<file path="src/rtl/key_led_sequencer.sv">
`default_nettype none
// ============================================================================
// key_led_sequencer : debounced two-key scheduler for a one-hot LED rotation.
// Optional mode: define KEY_LED_PINGPONG_EN for PINGPONG.             Rev 1.0
// ============================================================================
module key_led_sequencer #(
  parameter int LED_W           = 4,
  parameter int DEBOUNCE_CYCLES = 1000000,
  parameter int TICK_CYCLES     = 12500000
) (
  input  logic             clk,
  input  logic             rst,
  input  logic             key_mode,
  input  logic             key_step,
  output logic [LED_W-1:0] led,
  output logic [2:0]       mode,
  output logic             paused
);

  localparam int DB_W = (DEBOUNCE_CYCLES > 1) ? $clog2(DEBOUNCE_CYCLES) : 1;
  localparam int TK_W = (TICK_CYCLES > 1) ? $clog2(TICK_CYCLES) : 1;
  localparam logic [DB_W-1:0] C_DB_LAST = DB_W'(DEBOUNCE_CYCLES - 1);
  localparam logic [TK_W-1:0] C_TK_LAST = TK_W'(TICK_CYCLES - 1);

  typedef enum logic [2:0] {
    MANUAL   = 3'd0,
    AUTO_L   = 3'd1,
    AUTO_R   = 3'd2,
    BLINK    = 3'd3,
    PINGPONG = 3'd4
  } mode_t;

  logic [1:0] w_keys;
  logic [1:0] w_press;
  logic       w_mode_press;
  logic       w_step_press;

  assign w_keys = {key_step, key_mode};

  generate
    for (genvar i = 0; i < 2; i++) begin : g_key
      logic            r_s1;
      logic            r_s2;
      logic            r_stable;
      logic            r_stable_d;
      logic [DB_W-1:0] r_cnt;

      always_ff @(posedge clk or posedge rst) begin
        if (rst) begin
          r_s1       <= 1'b1;
          r_s2       <= 1'b1;
          r_stable   <= 1'b1;
          r_stable_d <= 1'b1;
          r_cnt      <= '0;
        end else begin
          r_s1       <= w_keys[i];
          r_s2       <= r_s1;
          r_stable_d <= r_stable;
          if (r_s2 == r_stable) begin
            r_cnt <= '0;
          end else if (r_cnt == C_DB_LAST) begin
            r_stable <= r_s2;
            r_cnt    <= '0;
          end else begin
            r_cnt <= r_cnt + DB_W'(1);
          end
        end
      end

      // Only the 1->0 transition of the accepted level is a press.
      assign w_press[i] = r_stable_d & ~r_stable;
    end
  endgenerate

  assign w_mode_press = w_press[0];
  assign w_step_press = w_press[1];

  mode_t            r_state;
  mode_t            w_next_mode;
  logic [LED_W-1:0] r_pat;
  logic [LED_W-1:0] w_rotl;
  logic [LED_W-1:0] w_rotr;
  logic             r_phase;
  logic             r_paused;
  logic [TK_W-1:0]  r_tick_cnt;
  logic             w_tick;
`ifdef KEY_LED_PINGPONG_EN
  logic             r_dir_right;
`endif

  assign w_tick = (r_tick_cnt == C_TK_LAST);
  assign w_rotl = {r_pat[LED_W-2:0], r_pat[LED_W-1]};
  assign w_rotr = {r_pat[0], r_pat[LED_W-1:1]};

  always_ff @(posedge clk or posedge rst) begin
    if (rst) begin
      r_tick_cnt <= '0;
    end else if (w_mode_press) begin
      r_tick_cnt <= '0;
    end else if (!r_paused) begin
      r_tick_cnt <= w_tick ? '0 : r_tick_cnt + TK_W'(1);
    end
  end

  always_comb begin
    w_next_mode = MANUAL;
    case (r_state)
      MANUAL:   w_next_mode = AUTO_L;
      AUTO_L:   w_next_mode = AUTO_R;
      AUTO_R:   w_next_mode = BLINK;
`ifdef KEY_LED_PINGPONG_EN
      BLINK:    w_next_mode = PINGPONG;
`endif
      default:  w_next_mode = MANUAL;
    endcase
  end

  // Priority: mode press, then step press, then tick (tick dropped on collision).
  always_ff @(posedge clk or posedge rst) begin
    if (rst) begin
      r_state     <= MANUAL;
      r_pat       <= LED_W'(1);
      r_phase     <= 1'b1;
      r_paused    <= 1'b0;
`ifdef KEY_LED_PINGPONG_EN
      r_dir_right <= 1'b0;
`endif
    end else if (w_mode_press) begin
      r_state     <= w_next_mode;
      r_phase     <= 1'b1;
      r_paused    <= 1'b0;
`ifdef KEY_LED_PINGPONG_EN
      r_dir_right <= 1'b0;
`endif
    end else if (w_step_press) begin
      if (r_state == MANUAL) r_pat <= w_rotl;
      else                   r_paused <= ~r_paused;
    end else if (w_tick && !r_paused) begin
      case (r_state)
        AUTO_L: r_pat   <= w_rotl;
        AUTO_R: r_pat   <= w_rotr;
        BLINK:  r_phase <= ~r_phase;
`ifdef KEY_LED_PINGPONG_EN
        PINGPONG: begin
          if (r_pat[LED_W-1]) begin
            r_dir_right <= 1'b1;
            r_pat       <= r_pat >> 1;
          end else if (r_pat[0]) begin
            r_dir_right <= 1'b0;
            r_pat       <= r_pat << 1;
          end else if (r_dir_right) begin
            r_pat <= r_pat >> 1;
          end else begin
            r_pat <= r_pat << 1;
          end
        end
`endif
        default: ;
      endcase
    end
  end

  assign led    = ((r_state == BLINK) && !r_phase) ? '0 : r_pat;
  assign mode   = r_state;
  assign paused = r_paused;

endmodule
`default_nettype wire

</file>
<file path="config.mk">
export PLATFORM = sky130hd
export DESIGN_NAME = key_led_sequencer
export DESIGN_NICKNAME = d
export VERILOG_FILES = /design/src/rtl/key_led_sequencer.sv
export SDC_FILE = /design/constraint.sdc
export NUM_CORES = 1
export LEC_CHECK = 0
export CAP_MARGIN = 0
export CORE_UTILIZATION = 50
export CTS_CLUSTER_DIAMETER = 150
export DETAILED_ROUTE_END_ITERATION = 6
export HOLD_SLACK_MARGIN = 0.02
export MAX_ROUTING_LAYER = met4
export PLACE_DENSITY = 0.77
export SYNTH_ARGS = -nofsm -noshare
export SYNTH_HDL_FRONTEND = slang
export SYNTH_SLANG_ARGS = --single-unit
</file>
<file path="constraint.sdc">
create_clock -name clk -period 2.3 [get_ports clk]
set_input_delay 0.46 -clock clk [delete_from_list [all_inputs] [get_ports clk]]
set_output_delay 0.46 -clock clk [all_outputs]
set_load 0.01 [all_outputs]
</file>
==> flow_summary.ini, run 1 <==
[status]
status = completed

[final_layout]
finalInstanceArea_mm2 = 0.00475
diodes = 0
postLayoutCoreUtil_pct = 60.9
multi_input_area_mm2 = 0.00199
layout-drive-gt1-share_pct = 17.1
finalNetCount = 458
stdcell_count = 553
final.fill_count = 617
seq_area_mm2 = 0.00201
syn_to_final_growth_pct = 16.3

[critical_path]
cp.required_ns = 2.55
crit_end = r_pat[2]$_DFFE_PP0P_
ff2ff_path_depth = 5
worstReg2RegEnd = r_pat[2]$_DFFE_PP0P_
crit_type = reg -> reg
cp-start-kind = register
rrSetupSlack_ns = 0.13
critPathMaxFanout = 5
endpoint_kind = register
reg2reg_from = r_tick_cnt[6]$_DFFE_PP0P_
critical_path_arrival_ns = 2.42
cp-startpoint = r_tick_cnt[6]$_DFFE_PP0P_

[global_routing]
grt_pass1_wl_um = 14200
grt_pass1_vias = 3131
overflow = 0
antenna_found_initial = 0
grt_max_degree = 27
grtUsageTotal_pct = 21.5

[cts]
insertion_delay_ns = 0.35
numCtsBuffers = 9
cts_root_buffer = clkbuf_8
htreeDepth = 3
cts_max_path_buffers = 2
cts_tree = built
clock_sinks = 80
clkTransAtPathRegs_ns = 0.09

[sta]
period_minus_slack_ns = 2.17
hold_ws_ns = 0.360
maxSlewViolCount = 0
setup_viol = 0
setup_ws_ns = 0.129
finalHoldViolCount = 0
max_clock_freq_mhz = 461
worst_clock_skew_ns = 0.00531
relSlewSlack_pct = 57.9
setup_tns_ns = 0
period_share_pct = 94.4
tightest_slew_ns = 0.630
rsz0062_at_grt = no

[die]
fp.dieH_um = 92.4
die_area_mm2 = 0.00854
die_w_um = 92.4
row_count = 32
core_mm2 = 0.00781
ios = 12
initial_core_util_pct = 52.4

[place]
port_buffers = 10
dp_slack_ns = 0.104
place_area_mm2 = 0.00449
dpl.hpwl_um = 5490
dp_cells = 535
gp_congestion = 0.816

[synthesis]
yosysMostFrequentCell = dfrtp_1
synth_nets = 419
synthTopCellsByCount = dfrtp_1, nor2_1, nand2_1
synth_top_area_share_pct = 42.9
synthArstFlopShare_pct = 100
ys_warn_count = 0
synth_top_cell_by_area = dfrtp_1
netlist_area_mm2 = 0.00409
ys_seq_area_share_pct = 49.3
synth_cells = 407
ys.flop_type = dfrtp_1
synth.distinct_cells = 56
syn_area_per_cell_um2 = 10.0
synthTopCellsByArea = dfrtp_1, dfstp_2, xor2_1
synth_edf_count = 0
ys_ff_latch = 80

[drt]
viasPerCell = 5.85
first_pass_iters = 5
dr_total_vias = 3234
drcViolationCount = 0
wl_per_cell_um = 14.9
drt.antenna.violating_nets = 0
drt_iter0_drc = 184
routed_wl_um = 8220

[run]
cap_violations = 0

[power]
peakVddDrop_mv = 0.486
leakage_nw = 2.17
power.density_mw_per_mm2 = 566
total_power_mw = 2.69

[min_path]
hold_path.class = reg -> reg
sequential cells by signal (all words and copies together) (netlist names):
register and flops:
r_tick_cnt 24, r_phase 1, g_key.r_s2 2, g_key.r_stable 2
mode 2, r_pat 4, g_key.r_s1 2, g_key.r_stable_d 2
paused 1, g_key.r_cnt 40
cells in the final DEF (no fill, tap or decap), types with 2 or more instances in the layout:
master	n
inv_1	9
nor4_4	2
clkdlybuf4s50_1	6
nand3_1	29
a211o_1	3
ha_1	8
nor4b_1	3
o311ai_0	2
bufinv_16	2
nor4_2	2
dfstp_2	10
dlymetal6s2s_1	4
nor3_1	10
a21oi_4	2
nand4_1	15
xnor2_1	12
a31oi_1	6
nand3b_1	3
a22o_1	2
xor2_1	26
or3_1	8
nand2_1	33
and3_1	11
nor2_1	48
clkinv_4	2
mux2_2	8
nor4_1	5
and2_1	5
buf_12	2
buf_4	27
nand2b_1	7
dfrtp_1	70
o21ai_0	13
a21oi_1	13
and4_1	5
mux2_1	2
mux2i_1	3
clkbuf_8	10
logic make-up (layout without fill, tap and decap cells):
logic type               after synthesis  in the layout  share of synthesized area, %
AND/OR/NAND/NOR                      195            195                          25.8
flip-flops                            80             80                          49.3
AO/OA/AOI/OAI                         51             51                          8.42
XOR/XNOR                              38             38                          8.14
buffers and inverters                 21             65                          2.30
multiplexers                          13             13                          3.49
adder cells (fa/ha/maj)                8              8                          2.45
other                                  1              1                        0.0917
power breakdown:
group	leakage [nW]	internal (mW)	switching, mW	total (mW)
logic	0.995	0.0252	0.0488	0.0741
clock network	0.117	0.647	0.537	1.18
registers	1.06	1.42	0.0111	1.43
total	2.17	2.09	0.597	2.69
layout make-up:
| class | instances | area share, % |
|---|---|---|
| inverter | 10 | 0.869 |
| multi-input combinational | 306 | 41.8 |
| timing repair buffer | 39 | 7.42 |
| tap | 102 | 2.69 |
| clock inverter | 6 | 1.92 |
| clock buffer | 10 | 2.90 |
| sequential | 80 | 42.4 |
metal layers:
metal / up-vias / global-route usage (%) / wire length [µm]
li1: 1524 / - / -
met1: 1604 / 26.4 / 3560
met2: 88 / 35.6 / 4190
met3: 18 / 4.60 / 356
met4: 0 / 6.90 / 114
met5: - / - / 0
worst min path at each step:
stage	from	depth (start not counted)	end
after floorplan	g_key[0].r_s1$_DFF_PP1_	0	g_key[0].r_s2$_DFF_PP1_
after global placement	g_key[0].r_s1$_DFF_PP1_	0	g_key[0].r_s2$_DFF_PP1_
after detailed placement	g_key[1].r_s1$_DFF_PP1_	0	g_key[1].r_s2$_DFF_PP1_
after CTS	g_key[0].r_s1$_DFF_PP1_	0	g_key[0].r_s2$_DFF_PP1_
after global routing	g_key[0].r_s1$_DFF_PP1_	0	g_key[0].r_s2$_DFF_PP1_
final	g_key[0].r_s1$_DFF_PP1_	0	g_key[0].r_s2$_DFF_PP1_
what timing repair did:
action,4_1_cts,5_1_grt
buffers inserted,1,1
endpoints found under the setup margin,4,14
hold buffers,0,0
resized for setup,0,5
critical path, cell delays in order (launching register included):
cell and delay (ns):
dfrtp_1 0.43, or4b_4 0.54, nor4_4 0.30, o2111ai_2 0.21
a21oi_4 0.23, mux2_2 0.35
No activity file was read; power rests on OpenSTA's default activity.
==> inputs of run 2 (changes only) <==
CAP_MARGIN = 30   (was 0)
==> results of run 2 <==
Same layout as run 1: the final DEF is identical, and so are final timing and power.
==> inputs of run 3 (changes only) <==
CELL_PAD_IN_SITES_DETAIL_PLACEMENT = 1   (was unset)
CELL_PAD_IN_SITES_GLOBAL_PLACEMENT = 1   (was unset)
CORE_UTILIZATION = 44   (was 50)
PLACE_DENSITY = 0.84   (was 0.77)
==> flow_summary.ini, run 3 (synthesized netlist as in run 1, its figures left out) <==
[power]
switching_share_pct = 24.3
internal_power_mw = 1.95
total_power_mw = 2.58
pwr-share-comb_pct = 2.7
seqPwrFrac_pct = 55.6
power.density_mw_per_mm2 = 556
peakVddDrop_mv = 0.300
leakage_nw = 2.09
pwr-share-clk_pct = 41.7
p_switching_mw = 0.627

[global_routing]
overflow = 0
grt_pass1_vias = 3358
grt_pass1_wl_um = 16000
antenna_found_initial = 0
grtUsageTotal_pct = 21.2
grt_max_degree = 71

[die]
initial_core_util_pct = 46.2
die_w_um = 98.4
fp.dieH_um = 98.4
ios = 12
core_mm2 = 0.00885
row_count = 34
die_area_mm2 = 0.00968

[final_layout]
syn_to_final_growth_pct = 13.4
regMostFlops = g_key.r_cnt
final.fill_count = 1002
layout_commonest_cell = dfrtp_1
final_cell_mix = dfrtp_1, nor2_1, nand2_1
largest_reg_flops = 40
layout-drive-gt1-share_pct = 14.6
finalInstanceArea_mm2 = 0.00464
diodes = 0
reg.largest.list = g_key.r_cnt x40, r_tick_cnt x24, r_pat x4
postLayoutCoreUtil_pct = 52.4
finalNetCount = 445

[cts]
clock_sinks = 80
cts_tree = built
htreeDepth = 3
cts_max_path_buffers = 2
clkTransAtPathRegs_ns = 0.09
cts_root_buffer = clkbuf_8
numCtsBuffers = 9
insertion_delay_ns = 0.36

[critical_path]
endpoint_kind = register
crit_type = reg -> reg
critical_path_arrival_ns = 2.46
critPathMaxFanout = 4
ff2ff_path_depth = 5
cp.required_ns = 2.55
crit_slowest_cell = or4b_4
slowest_delay_ns = 0.56
crit_chain = or4b_4 -> nor4_4 -> o2111ai_2 -> a21oi_4 -> mux2_2
cp-start-kind = register

[drt]
top_layer_used = met4
wl_met3_um = 202
wl_per_cell_um = 16.7
routed_wl_um = 9130
dr_total_vias = 3096
first_pass_iters = 4
viasPerCell = 5.67
drt.antenna.violating_nets = 0
drcViolationCount = 0
drt_iter0_drc = 147
wl_met1_um = 4070
wl_met2_um = 4720

[place]
dp_slack_ns = 0.0900
port_buffers = 10
dpl.hpwl_um = 6230
gp_congestion = 0.806
place_area_mm2 = 0.00439

[sta]
period_share_pct = 96.3
period_minus_slack_ns = 2.22
setup_tns_ns = 0
worst_clock_skew_ns = 0.00693
maxSlewViolCount = 0
setup_ws_ns = 0.0847
tightest_slew_ns = 0.616
setup_viol = 0
max_clock_freq_mhz = 451
relSlewSlack_pct = 58.9
finalHoldViolCount = 0
rsz0062_at_grt = no

[min_path]
hold_path.class = reg -> reg
whs_path_depth = 0

[status]
status = completed

[run]
cap_violations = 0
run 3: what timing repair did:
action,4_1_cts,5_1_grt
setup endpoints to repair,4,8
buffers inserted,2,2
gates cloned,0,0
hold buffers,0,0
resized for setup,0,5
run 3: worst paths after layout:
kind | slack, ns | startpoint | end
max in group asynchronous | 1.23 | rst | r_phase$_DFFE_PP1P_
min | 0.36 | g_key[1].r_s1$_DFF_PP1_ | g_key[1].r_s2$_DFF_PP1_
min reg2reg | 0.36 | g_key[1].r_s1$_DFF_PP1_ | g_key[1].r_s2$_DFF_PP1_
max reg2reg | 0.08 | r_tick_cnt[9]$_DFFE_PP0P_ | r_pat[3]$_DFFE_PP0P_
max | 0.08 | r_tick_cnt[9]$_DFFE_PP0P_ | r_pat[3]$_DFFE_PP0P_
min in group asynchronous | 0.39 | rst | g_key[0].r_cnt[10]$_DFF_PP0_
run 3: stage by stage:
stage,std cells,hold WS [ns]
2_1_floorplan,407,0.345
3_3_place_gp,526,0.347
3_5_place_dp,526,0.352
4_1_cts,544,0.364
5_1_grt,546,0.367
6_report,546,0.362
run 3: metal layers:
layer / up-vias / track usage, %
met3: 15 / 4.37
met5: - / -
met2: 27 / 35.1
met4: 0 / 6.77
met1: 1555 / 26.0
li1: 1499 / -
run 3: worst max-delay path: cells and delay by family, from the launching register on:
| family | cells | cell delay [ns] |
|---|---|---|
| and+or+nand+nor | 2 | 0.86 |
| AOI/OAI and AO/OA | 2 | 0.47 |
| DFF | 1 | 0.43 |
| muxes | 1 | 0.35 |
run 3: power groups by stage:
stage	registers, mW	clock network, mW	logic (mW)
after floorplan	1.46	0	0.0471
after global placement	1.46	0	0.0693
after detailed placement	1.46	0	0.0716
final	1.43	1.08	0.0691
after CTS	1.43	1.11	0.0719
after global routing	1.44	1.16	0.0823
run 3: area by class of cell:
class | instances | area [µm²] | area share (%)
clock buffer | 9 | 124 | 2.67
timing repair buffer | 26 | 255 | 5.50
inverter | 10 | 41.3 | 0.890
tap | 108 | 135 | 2.91
multi-input combinational | 306 | 1990 | 42.9
clock inverter | 7 | 78.8 | 1.70
sequential | 80 | 2010 | 43.4
==> edit, RTL diff (flow settings as in run 2) <==
Register the inputs `key_mode` and `key_step` before use. The logic sees them one clock later.
--- a/src/rtl/key_led_sequencer.sv
+++ b/src/rtl/key_led_sequencer.sv
@@ -30,12 +30,20 @@
     PINGPONG = 3'd4
   } mode_t;
 
+  logic key_mode_q;
+  logic key_step_q;
+
+  always_ff @(posedge clk) begin
+    key_mode_q <= key_mode;
+    key_step_q <= key_step;
+  end
+
   logic [1:0] w_keys;
   logic [1:0] w_press;
   logic       w_mode_press;
   logic       w_step_press;
 
-  assign w_keys = {key_step, key_mode};
+  assign w_keys = {key_step_q, key_mode_q};
 
   generate
     for (genvar i = 0; i < 2; i++) begin : g_key
Check against the original RTL: same outputs for any inputs over 10 cycles, from zero or initial values and one cycle with rst high; that may be too few to reach the edited logic, so the function may still have changed.
==> edit against run 2 <==
  * Total power is 1.1% higher
  * Largest power group unchanged
  * Worst setup slack got worse by 0.035 ns
  * Highest routed layer unchanged
  * Area after synthesis decreased by 1.4%
  * Largest cell class unchanged
  * Design area shrank 2.7%
  * Global-route usage fell by 0.77 points
  * Sequential cell count increased by 2
  * Wire length down 7.5%
  * Sequential power grew 3%
==> edit: results (changes against run 2) <==
result of the run: complete, no violations
post-placement setup slack: 0.0492 ns (-0.0545 ns)
power density relative to cell area: 588 nW/um2 (+3.9%)
Inverters, non-clock: 8 (-2)
post-synthesis to final-layout area growth: 14.7%
critical-path maximum fanout: 4 (-1)
distinct cell type count of the synthesized netlist: 41 (-27%)
setup slack of the worst register-to-register path: 0.15 ns (+0.02 ns)
number of global-route vias before repair: 2895 (-7.5%)
maximum cell stage delay along the critical path: 0.52 ns (-0.02 ns)
clkbuf count: 12 (+2)
relative max-transition margin: 56.5% (-1.4 points)
DR pass1 iterations: 4 (-1)
total global routing track utilization: 20.7% (-0.77 points)
Layout Skew: 0.00809 ns (+0.00278 ns)
final worst path period need: 2.21 ns (+0.0348 ns)
vias: 2974 (-8.0%)
Critical Path Start: mode[1]
cell type group with the largest total delay on the critical path: buffers and inverters
area fraction of clock buffers and clock inverters: 4.95% (+0.13 points)
multi-input logic cell count: 300 (-2.0%)
number of placed instances with taps included: 516 (-3.6%)
first-pass GRT wire length: 13.4 mm (-5.8%)
maximum vdd ir drop: 0.523 mV (+7.6%)
Cells after Synth: 401 (-1.5%)
FILL cells: 648 (+5.0%)
register area: 2060 um2 (+2.0%)
critical hold path startpoint: key_step_q
pin count of the biggest net entering global routing: 34 (+26%)
layout buffer count excluding clock buffers: 29 (-26%)
arrival time reported for the critical path endpoint: 1.75 ns (-0.67 ns)
## edit: routing by layer
metal | up-vias | GRT usage, % | part of all wire (%) | routed length [um]
li1 | 1436 | - | - | -
met1 | 1475 | 25.8 | 46 | 3510
met2 | 49 | 33.9 | 49 | 3740
met3 | 14 | 4.64 | 3.1 | 239
met4 | 0 | 6.64 | 1.5 | 117
met5 | - | - | 0 | 0
## edit: logic make-up after synthesis
logic type / share of synthesized area (%)
AND/OR/NAND/NOR: 26.7
XOR/XNOR: 11.9
other: 0.0930
multiplexers: 3.04
flip-flops: 51.0
AO/OA/AOI/OAI: 2.92
buffers and inverters: 1.89
adder cells (fa/ha/maj): 2.48
## edit: power by group
part | total, mW | internal, mW | switching, mW
clock | 1.18 | 0.672 | 0.508
combinational | 0.0708 | 0.0229 | 0.0479
sequential | 1.47 | 1.46 | 0.0123
total | 2.72 | 2.15 | 0.568
